--- src/rtl/fb_pkg.sv ---
// Shared types, timing helpers and colour expansion for the frame-buffer scanout path.
package fb_pkg;

   localparam int BPP_8  = 8;
   localparam int BPP_16 = 16;
   localparam int CW     = 16;   // h/v counter width

   localparam int H_TOTAL_DEF = 800 + 40 + 128 + 88;
   localparam int V_TOTAL_DEF = 600 + 1 + 4 + 23;

   typedef struct packed {
      logic [3:0] r;
      logic [3:0] g;
      logic [3:0] b;
   } rgb444_t;

   // Per-pixel side information that travels alongside the RAM read.
   typedef struct packed {
      logic       vis;
      logic [1:0] lane;
      logic       hs;
      logic       vs;
   } scan_tap_t;

   function automatic int timing_total(input int vis, input int fp, input int sync, input int bp);
      return vis + fp + sync + bp;
   endfunction

   function automatic rgb444_t rgb332_expand(input logic [7:0] p);
      rgb444_t c;
      c.r = {p[7:5], p[7]};
      c.g = {p[4:2], p[4]};
      c.b = {p[1:0], p[1:0]};
      return c;
   endfunction

   function automatic rgb444_t rgb565_expand(input logic [15:0] p);
      rgb444_t c;
      c.r = p[15:12];
      c.g = p[10:7];
      c.b = p[4:1];
      return c;
   endfunction

endpackage

--- src/rtl/fb_scanout_scan_timing.sv ---
// VGA raster counters with visible-area and raw (active-high) sync decode.
module scan_timing
   import fb_pkg::*;
#(
   parameter int H_VIS  = 800,
   parameter int H_FP   = 40,
   parameter int H_SYNC = 128,
   parameter int H_BP   = 88,
   parameter int V_VIS  = 600,
   parameter int V_FP   = 1,
   parameter int V_SYNC = 4,
   parameter int V_BP   = 23
) (
   input  logic          clk_i,
   input  logic          rst_ni,
   output logic [CW-1:0] h_o,
   output logic [CW-1:0] v_o,
   output logic          visible_o,
   output logic          hs_raw_o,
   output logic          vs_raw_o,
   output logic          wrap_o
);

   localparam logic [CW-1:0] H_LAST = CW'(timing_total(H_VIS, H_FP, H_SYNC, H_BP) - 1);
   localparam logic [CW-1:0] V_LAST = CW'(timing_total(V_VIS, V_FP, V_SYNC, V_BP) - 1);
   localparam logic [CW-1:0] H_VISC = CW'(H_VIS);
   localparam logic [CW-1:0] V_VISC = CW'(V_VIS);
   localparam logic [CW-1:0] HS_BEG = CW'(H_VIS + H_FP);
   localparam logic [CW-1:0] HS_END = CW'(H_VIS + H_FP + H_SYNC);
   localparam logic [CW-1:0] VS_BEG = CW'(V_VIS + V_FP);
   localparam logic [CW-1:0] VS_END = CW'(V_VIS + V_FP + V_SYNC);

   logic [CW-1:0] h_q, h_d, v_q, v_d;
   logic          h_end, v_end;

   always_comb begin
      h_end = (h_q == H_LAST);
      v_end = (v_q == V_LAST);
      h_d   = h_end ? '0 : h_q + 1'b1;
      v_d   = v_q;
      if (h_end) v_d = v_end ? '0 : v_q + 1'b1;
   end

   always_ff @(posedge clk_i or negedge rst_ni) begin
      if (!rst_ni) begin
         h_q <= '0;
         v_q <= '0;
      end else begin
         h_q <= h_d;
         v_q <= v_d;
      end
   end

   assign h_o       = h_q;
   assign v_o       = v_q;
   assign visible_o = (h_q < H_VISC) && (v_q < V_VISC);
   assign hs_raw_o  = (h_q >= HS_BEG) && (h_q < HS_END);
   assign vs_raw_o  = (v_q >= VS_BEG) && (v_q < VS_END);
   assign wrap_o    = h_end && v_end;

endmodule

--- src/rtl/fb_scanout.sv ---
// Frame-buffer scanout: scaled RAM addressing, double-buffered base, pixel unpack to 4-bit VGA.
module fb_scanout
   import fb_pkg::*;
#(
   parameter int H_VIS_AREA_PXL            = 800,
   parameter int H_FRONT_PORCH_PXL         = 40,
   parameter int H_SYNC_PULSE_PXL          = 128,
   parameter int H_BACK_PORCH_PXL          = 88,
   parameter int V_VIS_AREA_PXL            = 600,
   parameter int V_FRONT_PORCH_PXL         = 1,
   parameter int V_SYNC_PULSE_PXL          = 4,
   parameter int V_BACK_PORCH_PXL          = 23,
   parameter int SCALE_LOG2                = 1,
   parameter int BPP                       = BPP_8,
   parameter int FRAME_BUFFER_READ_LATENCY = 1,
   parameter bit SYNC_ACTIVE_HIGH          = 1'b1
) (
   input  logic        vga_clk,
   input  logic        resetn,
   input  logic [31:0] fb_base_in,
   input  logic        swap_req,
   output logic        swap_ack,
   output logic        frame_start,
   output logic [31:0] buffer_addr,
   output logic        buffer_en,
   input  logic [31:0] buffer_dout,
   output logic [3:0]  VGA_R,
   output logic [3:0]  VGA_G,
   output logic [3:0]  VGA_B,
   output logic        VGA_HS,
   output logic        VGA_VS
);

   localparam int          LAT        = FRAME_BUFFER_READ_LATENCY;
   localparam int          BYTES_LOG2 = (BPP == BPP_16) ? 1 : 0;
   localparam logic [31:0] LINE_PIX   = 32'(H_VIS_AREA_PXL >> SCALE_LOG2);

   logic [CW-1:0] h, v;
   logic          visible, hs_raw, vs_raw, wrap;

   scan_timing #(
      .H_VIS (H_VIS_AREA_PXL),    .H_FP(H_FRONT_PORCH_PXL),
      .H_SYNC(H_SYNC_PULSE_PXL),  .H_BP(H_BACK_PORCH_PXL),
      .V_VIS (V_VIS_AREA_PXL),    .V_FP(V_FRONT_PORCH_PXL),
      .V_SYNC(V_SYNC_PULSE_PXL),  .V_BP(V_BACK_PORCH_PXL)
   ) u_timing (
      .clk_i    (vga_clk),
      .rst_ni   (resetn),
      .h_o      (h),
      .v_o      (v),
      .visible_o(visible),
      .hs_raw_o (hs_raw),
      .vs_raw_o (vs_raw),
      .wrap_o   (wrap)
   );

   // Base only changes on the last cycle of a frame, so a frame never mixes bases.
   logic [31:0] active_base_q, active_base_d, pending_base_q, pending_base_d;
   logic        pending_valid_q, pending_valid_d, swap_now;

   always_comb begin
      active_base_d   = active_base_q;
      pending_base_d  = swap_req ? fb_base_in : pending_base_q;
      pending_valid_d = pending_valid_q | swap_req;
      swap_now        = wrap & (swap_req | pending_valid_q);
      if (swap_now) begin
         active_base_d   = swap_req ? fb_base_in : pending_base_q;
         pending_valid_d = 1'b0;
      end
   end

   always_ff @(posedge vga_clk or negedge resetn) begin
      if (!resetn) begin
         active_base_q   <= '0;
         pending_base_q  <= '0;
         pending_valid_q <= 1'b0;
      end else begin
         active_base_q   <= active_base_d;
         pending_base_q  <= pending_base_d;
         pending_valid_q <= pending_valid_d;
      end
   end

   logic [31:0] idx;
   assign idx         = (32'(v) >> SCALE_LOG2) * LINE_PIX + (32'(h) >> SCALE_LOG2);
   assign buffer_addr = visible ? active_base_q + (idx << BYTES_LOG2) : active_base_q;
   assign buffer_en   = visible & resetn;
   assign frame_start = resetn & (h == '0) & (v == '0);
   assign swap_ack    = resetn & swap_now;

   // Side info is delayed by the RAM latency so it lines up with buffer_dout.
   scan_tap_t             tap, out_tap;
   scan_tap_t [LAT-1:0]   tap_q;
   scan_tap_t [LAT:0]     tap_d;

   always_comb begin
      tap.vis  = visible;
      tap.lane = buffer_addr[1:0];
      tap.hs   = hs_raw;
      tap.vs   = vs_raw;
   end

   assign tap_d   = {tap_q, tap};
   assign out_tap = tap_q[LAT-1];

   always_ff @(posedge vga_clk or negedge resetn) begin
      if (!resetn) tap_q <= '0;
      else         tap_q <= tap_d[LAT-1:0];
   end

   logic [7:0]  byte_sel;
   logic [15:0] half_sel;
   rgb444_t     pix, rgb_q;
   logic        hs_q, vs_q;

   always_comb begin
      byte_sel = buffer_dout[{out_tap.lane, 3'b000} +: 8];
      half_sel = out_tap.lane[1] ? buffer_dout[31:16] : buffer_dout[15:0];
      pix      = (BPP == BPP_16) ? rgb565_expand(half_sel) : rgb332_expand(byte_sel);
      if (!out_tap.vis) pix = '0;
   end

   always_ff @(posedge vga_clk or negedge resetn) begin
      if (!resetn) begin
         rgb_q <= '0;
         hs_q  <= ~SYNC_ACTIVE_HIGH;
         vs_q  <= ~SYNC_ACTIVE_HIGH;
      end else begin
         rgb_q <= pix;
         hs_q  <= SYNC_ACTIVE_HIGH ? out_tap.hs : ~out_tap.hs;
         vs_q  <= SYNC_ACTIVE_HIGH ? out_tap.vs : ~out_tap.vs;
      end
   end

   assign VGA_R  = rgb_q.r;
   assign VGA_G  = rgb_q.g;
   assign VGA_B  = rgb_q.b;
   assign VGA_HS = hs_q;
   assign VGA_VS = vs_q;

endmodule

--- config.mk ---
export PLATFORM = sky130hd
export DESIGN_NAME = fb_scanout
export DESIGN_NICKNAME = d
export VERILOG_FILES = /design/src/rtl/fb_pkg.sv /design/src/rtl/fb_scanout_scan_timing.sv /design/src/rtl/fb_scanout.sv
export SDC_FILE = /design/constraint.sdc
export NUM_CORES = 1
export LEC_CHECK = 0
export CAP_MARGIN = 10
export CORE_MARGIN = 2
export CORE_UTILIZATION = 45
export CTS_CLUSTER_SIZE = 30
export DETAILED_ROUTE_END_ITERATION = 7
export MAX_ROUTING_LAYER = met4
export PLACE_DENSITY_LB_ADDON = 0.05
export RECOVER_POWER = 50
export SYNTH_ARGS = -nofsm -noshare
export SYNTH_HDL_FRONTEND = slang
export SYNTH_HIERARCHICAL = 1
export SYNTH_SLANG_ARGS = --single-unit
--- constraint.sdc ---
create_clock -name vga_clk -period 7.8 [get_ports vga_clk]
set_input_delay 1.56 -clock vga_clk [delete_from_list [all_inputs] [get_ports vga_clk]]
set_output_delay 1.56 -clock vga_clk [all_outputs]
set_load 0.01 [all_outputs]
# --- Yosys cells after proc, flatten, opt, wreduce, memory -nomap -nowiden ---
# Index checks and enable logic that the tools add are counted.
word_totals:
  romBits: 0
  n_memories: 0
  reg_bits: 116
  ramBits: 0
  in_bits: 67
  out_inout_bits: 49
  latchBits: 0
  elab_cells: 46
classes:
  div: 0
  shift: 1
  n_eq_ne: 2
  multipliers: 1
  magnitude_cmp: 6
  bitwise_logic: 6
  muxes: 6
  reduce_logical: 6
  n_addsub: 4
op_table:
  columns: ["operator", "n"]
  rows:
  - ["16-bit by 10-bit < comparator with 1-bit output (second input constant)", 4]
  - ["32-bit two-way mux", 2]
  - ["16-bit by 1-bit adder with 16-bit output (second input constant)", 2]
  - ["32-bit by 25-bit adder with 32-bit output", 1]
  - ["16-bit by 10-bit >= comparator with 1-bit output (second input constant)", 2]
  - ["16-bit zero test", 2]
  - ["16-bit two-way mux", 2]
  - ["32-bit by 6-bit indexed part select with 8-bit output", 1]
  - ["24-bit by 15-bit adder with 25-bit output", 1]
  - ["15-bit by 5-bit multiplier with 20-bit output (second input constant)", 1]
  - ["16-bit by 10-bit == test with 1-bit output (second input constant)", 1]
  - ["16-bit by 11-bit == test with 1-bit output (second input constant)", 1]
  - ["12-bit two-way mux", 1]
  - ["1-bit AND", 5]
  - ["1-bit logical AND", 4]
  - ["1-bit two-way mux", 1]
  - ["1-bit bitwise OR", 1]

# --- Depth between registers and ports, before layout ---
logic_depth:
  word_depth: 4
  mapped_depth: 22
  depth_no_buf: 21

# --- By module ---
# Netlist, hierarchy kept.
by_module_without_submodules:
  columns: ["module", "area_each_um2", "seq_area_each_um2", "n_inst", "cells_per_inst"]
  rows:
  - ["fb_scanout", 6812.8, 2001.9, 1, 670]
  - ["scan_timing", 1669.1, 800.8, 1, 169]

# --- Least setup slack after synthesis ---
# No wires, ideal clock.
synth_timing:
  kind: "register -> output"
  startpoint: "register u_timing.v_q[8] (netlist: u_timing/v_o[8])"
  endpoint: "output port buffer_addr[23]"
  path_slack_ns: 1.153
  arrival_ns: 5.087
  path_buffers: 1
  stages_incl_launch_ff: 21
  required_time_ns: 6.240
  cell_sequence: "dfrtp_1 > inv_1 > ha_1 > ha_1 > inv_1 > fa_1 > inv_1 > ha_1 > or4_4 > o211a_1 > o31a_1 > o41a_1 > xor2_1 > ha_1 > ha_1 > clkbuf_1 > a21o_1 > nand2b_1 > o32a_1 > a21o_1 > a31oi_1"
synth_between:
  elab_chain_cells: 4
  word_cells_on_any_way: 6
  cone_classes: "add/sub (2); mul (1); order compare (1); mux (1); reduce/logical (1)"
synth_rtl:
  columns: ["item", "line_no", "rtl"]
  rows:
  - ["start: declaration", "fb_scanout_scan_timing.sv:33", "logic [CW-1:0] h_q, h_d, v_q, v_d;"]
  - ["start signal: assignment", "fb_scanout_scan_timing.sv:50", "v_q <= v_d;"]
  - ["15-bit by 5-bit multiplier with 20-bit output", "fb_scanout.sv:85", "assign idx = (32'(v) >> SCALE_LOG2) * LINE_PIX + (32'(h) >> SCALE_LOG2);"]
  - ["24-bit by 15-bit adder with 25-bit output", "fb_scanout.sv:85", null]
  - ["32-bit by 25-bit adder with 32-bit output", "fb_scanout.sv:86", "assign buffer_addr = visible ? active_base_q + (idx << BYTES_LOG2) : active_base_q;"]
  - ["32-bit two-way mux *", "fb_scanout.sv:86", null]
  - ["end: declaration", "fb_scanout.sv:24", "output logic [31:0] buffer_addr,"]
# Every way passes the cells marked *; elsewhere a longest branch is shown, timed or not.

# --- Worst setup path after layout ---
layout_timing:
  startpoint: "register u_timing.v_q[5] (netlist: u_timing/v_o[5])"
  endpoint: "output port buffer_addr[28]"
# The elaborated chain is that of the path after synthesis.

==> reports/results.txt <==
outcome: complete, but fails checks
violated checks: capacitance limit, slew limit
Least-Margin Pin Slew: 2070 ps
flop and latch count out of synthesis: 112
Switch Pwr: 275 uW
Iter 0 DRT Violations: 396
final non-filler cell total: 1,192
growth of design area from synthesis to finish: 21.2%
worst min-delay path startpoint: out_tap[1]$_DFF_PN0_
cell area after layout: 10,300 um2
FF-to-FF Start: u_timing/v_o[10]$_DFFE_PN0N_
wire length of the first global-routing pass: 34,700 um
CP Cell Sequence: ha_1 > ha_1 > inv_1 > fa_1 > inv_1 > ha_1 > or4_4 > o211a_1 > o31a_1 > o41a_1 > xor2_2 > ha_1 > ha_2 > and3_1 > o2111ai_1 > a21boi_0 > xor2_1 > clkdlybuf4s50_1
Die Y: 141 um
worst stage delay on the critical path: 560 ps
largest area contributor in the netlist: sky130_fd_sc_hd__dfrtp_1
clock tree from TritonCTS: built
Clock Path Buffers: 2
share of final-layout standard cells stronger than drive strength 1: 12.7%
worst setup path category: flop to output port
number of enable-type register cells in the synthesized netlist: 0
sequential share of the synthesized area: 33.0%
maximum VDD drop: 0.000118 V
register-to-register path setup slack: 4500 ps
kind of start point of the critical path: flop
crit path DAT: 6100 ps
register clock-pin slew on the reported worst setup and hold paths: 80 ps
Critical R2R Capture: active_base_q[31]$_DFFE_PN0P_
proportion of power drawn by combinational gates: 7.2%
syn avg cell area: 10.1 um2
master cell of the clock root buffer: sky130_fd_sc_hd__clkbuf_16
max-cap violation count: 3
detailed placement HPWL: 16,800 um
Final Skew: 10.6 ps
share of the synthesized area in the top cell type: 33.0%
share of the clock period used by the worst path after layout: 98.2%
floorplan core area: 18,600 um2
global-route total usage across every layer: 22.6%
highest attainable clock frequency: 0.131 GHz
average vias per placed instance: 5.60
total standard cell area after synthesis: 8480 um2
wire length reported by the detailed router: 21,700 um
number of distinct standard cells referenced by the synthesized netlist: 69
sequential group share of total power: 51.0%
number of hold violations in the final report: 0
floorplan die area: 20,000 um2
Worst path most repeated cell: sky130_fd_sc_hd__ha_1
setup repair after global routing missed its margin: true
input/output buffers: 115
CTS Hold Buffers Added: 0
Top-Level Pins: 116
number of sinks on the clock net: 112
final period demand of the worst path: 7660 ps
number of clock buffers inserted by TritonCTS: 9
HP Class: flop to flop
cell-internal power: 908 uW
count of nets left with antenna violations after detail routing: 0
endpoint required time on the critical path: 6240 ps
number of nets at the end of the flow: 1,139
share of total power consumed by net switching: 23.2%
DIE WIDTH: 141 um
category of the worst setup path capture point: output port
# diodes: 0
Static Leak: 5.05 nW
worst-skew pair later-pin latency: 360 ps
setup-violating endpoint count in the final report: 0
Register-to-Register Path Depth: 7
Synth Net Count: 1,025
power per unit of standard cell area: 115 nW/um2
Slew HR: -38.1%
pin count of the biggest net entering global routing: 47
Placed Instances: 1,168
remaining routing DRC violations: 0
Buf+Inv Stages, Crit Path: 3
end point of the most critical hold path: VGA_HS$_DFF_PN0_
Top delay family on crit path: adder cells
commonest register cell after synthesis: sky130_fd_sc_hd__dfrtp_1
crit path max-delay cell type: sky130_fd_sc_hd__or4_4
hold path cells: 0
power share of the clock group: 41.9%
effective utilization at floorplan: 45.6%
area post-placement: 9860 um2
synthesized netlist cell count: 839
H-tree Lvls: 3
number of global-route vias before repair: 6,729
accumulated negative setup slack: 0 ps
fraction of synthesis flops using an asynchronous set or reset pin: 100%
critical path fanouts, max: 9
top post-synthesis cells by area: sky130_fd_sc_hd__dfrtp_1, sky130_fd_sc_hd__ha_1, sky130_fd_sc_hd__mux2_2, sky130_fd_sc_hd__fa_1, sky130_fd_sc_hd__xnor2_1
drt first pass iters: 5
Slew Limit Fails: 106
row count: 50
routed wire length per instance: 18.2 um
Yosys warning count: 6
Routability Congestion: 0.879
antenna violations before repair: 0
via count: 6,680
GR Overflow Total: 0
-- worst max path at each step --
stage                           startpoint              end  depth (start not counted)  slack, ps
3_5_place_dp   u_timing/v_o[8]$_DFFE_PN0N_  buffer_addr[29]                         21        230
2_1_floorplan  u_timing/v_o[8]$_DFFE_PN0N_  buffer_addr[23]                         20       1150
3_3_place_gp   u_timing/v_o[8]$_DFFE_PN0N_  buffer_addr[29]                         21        350
5_1_grt        u_timing/v_o[8]$_DFFE_PN0N_  buffer_addr[28]                         19        -80
6_report       u_timing/v_o[5]$_DFFE_PN0N_  buffer_addr[28]                         18        140
4_1_cts        u_timing/v_o[5]$_DFFE_PN0N_  buffer_addr[23]                         19         20
-- layer usage --
layer | wire length [um] | track usage (%) | vias to the layer above
met1 | 9810 | 28.9 | 3236
met4 | 515 | 8.00 | 0
met3 | 1050 | 2.90 | 37
li1 | - | - | 3211
met5 | 0 | - | -
met2 | 10300 | 37.2 | 196
-- cells in the final DEF (no fill, tap or decap), types with 17 or more instances in the layout --
cell type and count:
sky130_fd_sc_hd__a21oi_1 39, sky130_fd_sc_hd__o21ai_0 29, sky130_fd_sc_hd__mux2_2 56, sky130_fd_sc_hd__nand3_1 23, sky130_fd_sc_hd__nand2_1 46, sky130_fd_sc_hd__xnor2_1 37, sky130_fd_sc_hd__nor2_1 52, sky130_fd_sc_hd__nand4_1 17
sky130_fd_sc_hd__clkdlybuf4s50_1 100, sky130_fd_sc_hd__fa_1 22, sky130_fd_sc_hd__ha_1 95, sky130_fd_sc_hd__dfrtp_1 105, sky130_fd_sc_hd__inv_1 81
-- cells by family (layout without fill, tap and decap cells) --
kind of cell	Yosys count	in the layout	share of synthesized area [%]
AO/OA/AOI/OAI	159	159	12.5
XOR/XNOR	54	54	5.58
adder cells (fa/ha/maj)	119	119	19.5
buffers and inverters	109	228	5.09
flip-flops	112	112	33.0
multiplexers	80	80	11.7
AND/OR/NAND/NOR	206	206	12.6
-- flip-flops by register name, summed over array words and instances (netlist names) --
signal / cells
VGA_G: 3
out_tap: 5
u_timing/v_o: 16
active_base_q: 32
VGA_B: 2
VGA_VS: 1
VGA_R: 3
VGA_HS: 1
pending_base_q: 32
u_timing/h_o: 16
pending_valid_q: 1
-- stage by stage --
step / setup WS (ps) / power [mW] / hold WS (ps) / util [%]
after global routing: -83.6 / 1.23 / 363 / 55.3
after detailed placement: 229 / 0.704 / 336 / 53.1
final: 140 / 1.18 / 357 / 55.3
after global placement: 349 / 0.700 / 333 / 53.1
after floorplan: 1150 / 0.645 / 331 / -
after CTS: 24.8 / 1.21 / 356 / 54.9
-- final cells by class --
cell class	count	area, um2
Fill cell	1646	8300
Multi-Input combinational cell	618	5290
Sequential cell	112	2810
Timing Repair Buffer	131	1270
Inverter	81	304
Tap cell	234	293
Clock buffer	9	225
Clock inverter	7	92.6
-- power groups by stage --
stage                     Clock, mW  Sequential [mW]  Combinational (mW)
after floorplan                   0            0.615              0.0302
after global placement            0            0.614              0.0863
after detailed placement          0            0.615              0.0891
after CTS                     0.514            0.603              0.0893
after global routing          0.535            0.605              0.0926
final                         0.496            0.603              0.0846
-- synth_stat cells (all sizes together), types with 16 or more instances --
| cell type | n |
|---|---|
| a21oi | 41 |
| inv | 81 |
| dfrtp | 112 |
| mux2 | 70 |
| o21ai | 33 |
| nand2 | 47 |
| fa | 22 |
| a21o | 16 |
| clkbuf | 20 |
| xnor2 | 37 |
| nand3 | 23 |
| ha | 97 |
| xor2 | 17 |
| nor2 | 52 |
| nand4 | 17 |
-- repair_timing --
item / CTS / global route
pin swaps: 0 / 3
hold endpoints to repair: 0 / 0
endpoints found under the setup margin: 8 / 11
resized for setup: 11 / 17
buffers inserted: 0 / 8
(Power assumes the default switching activity.)
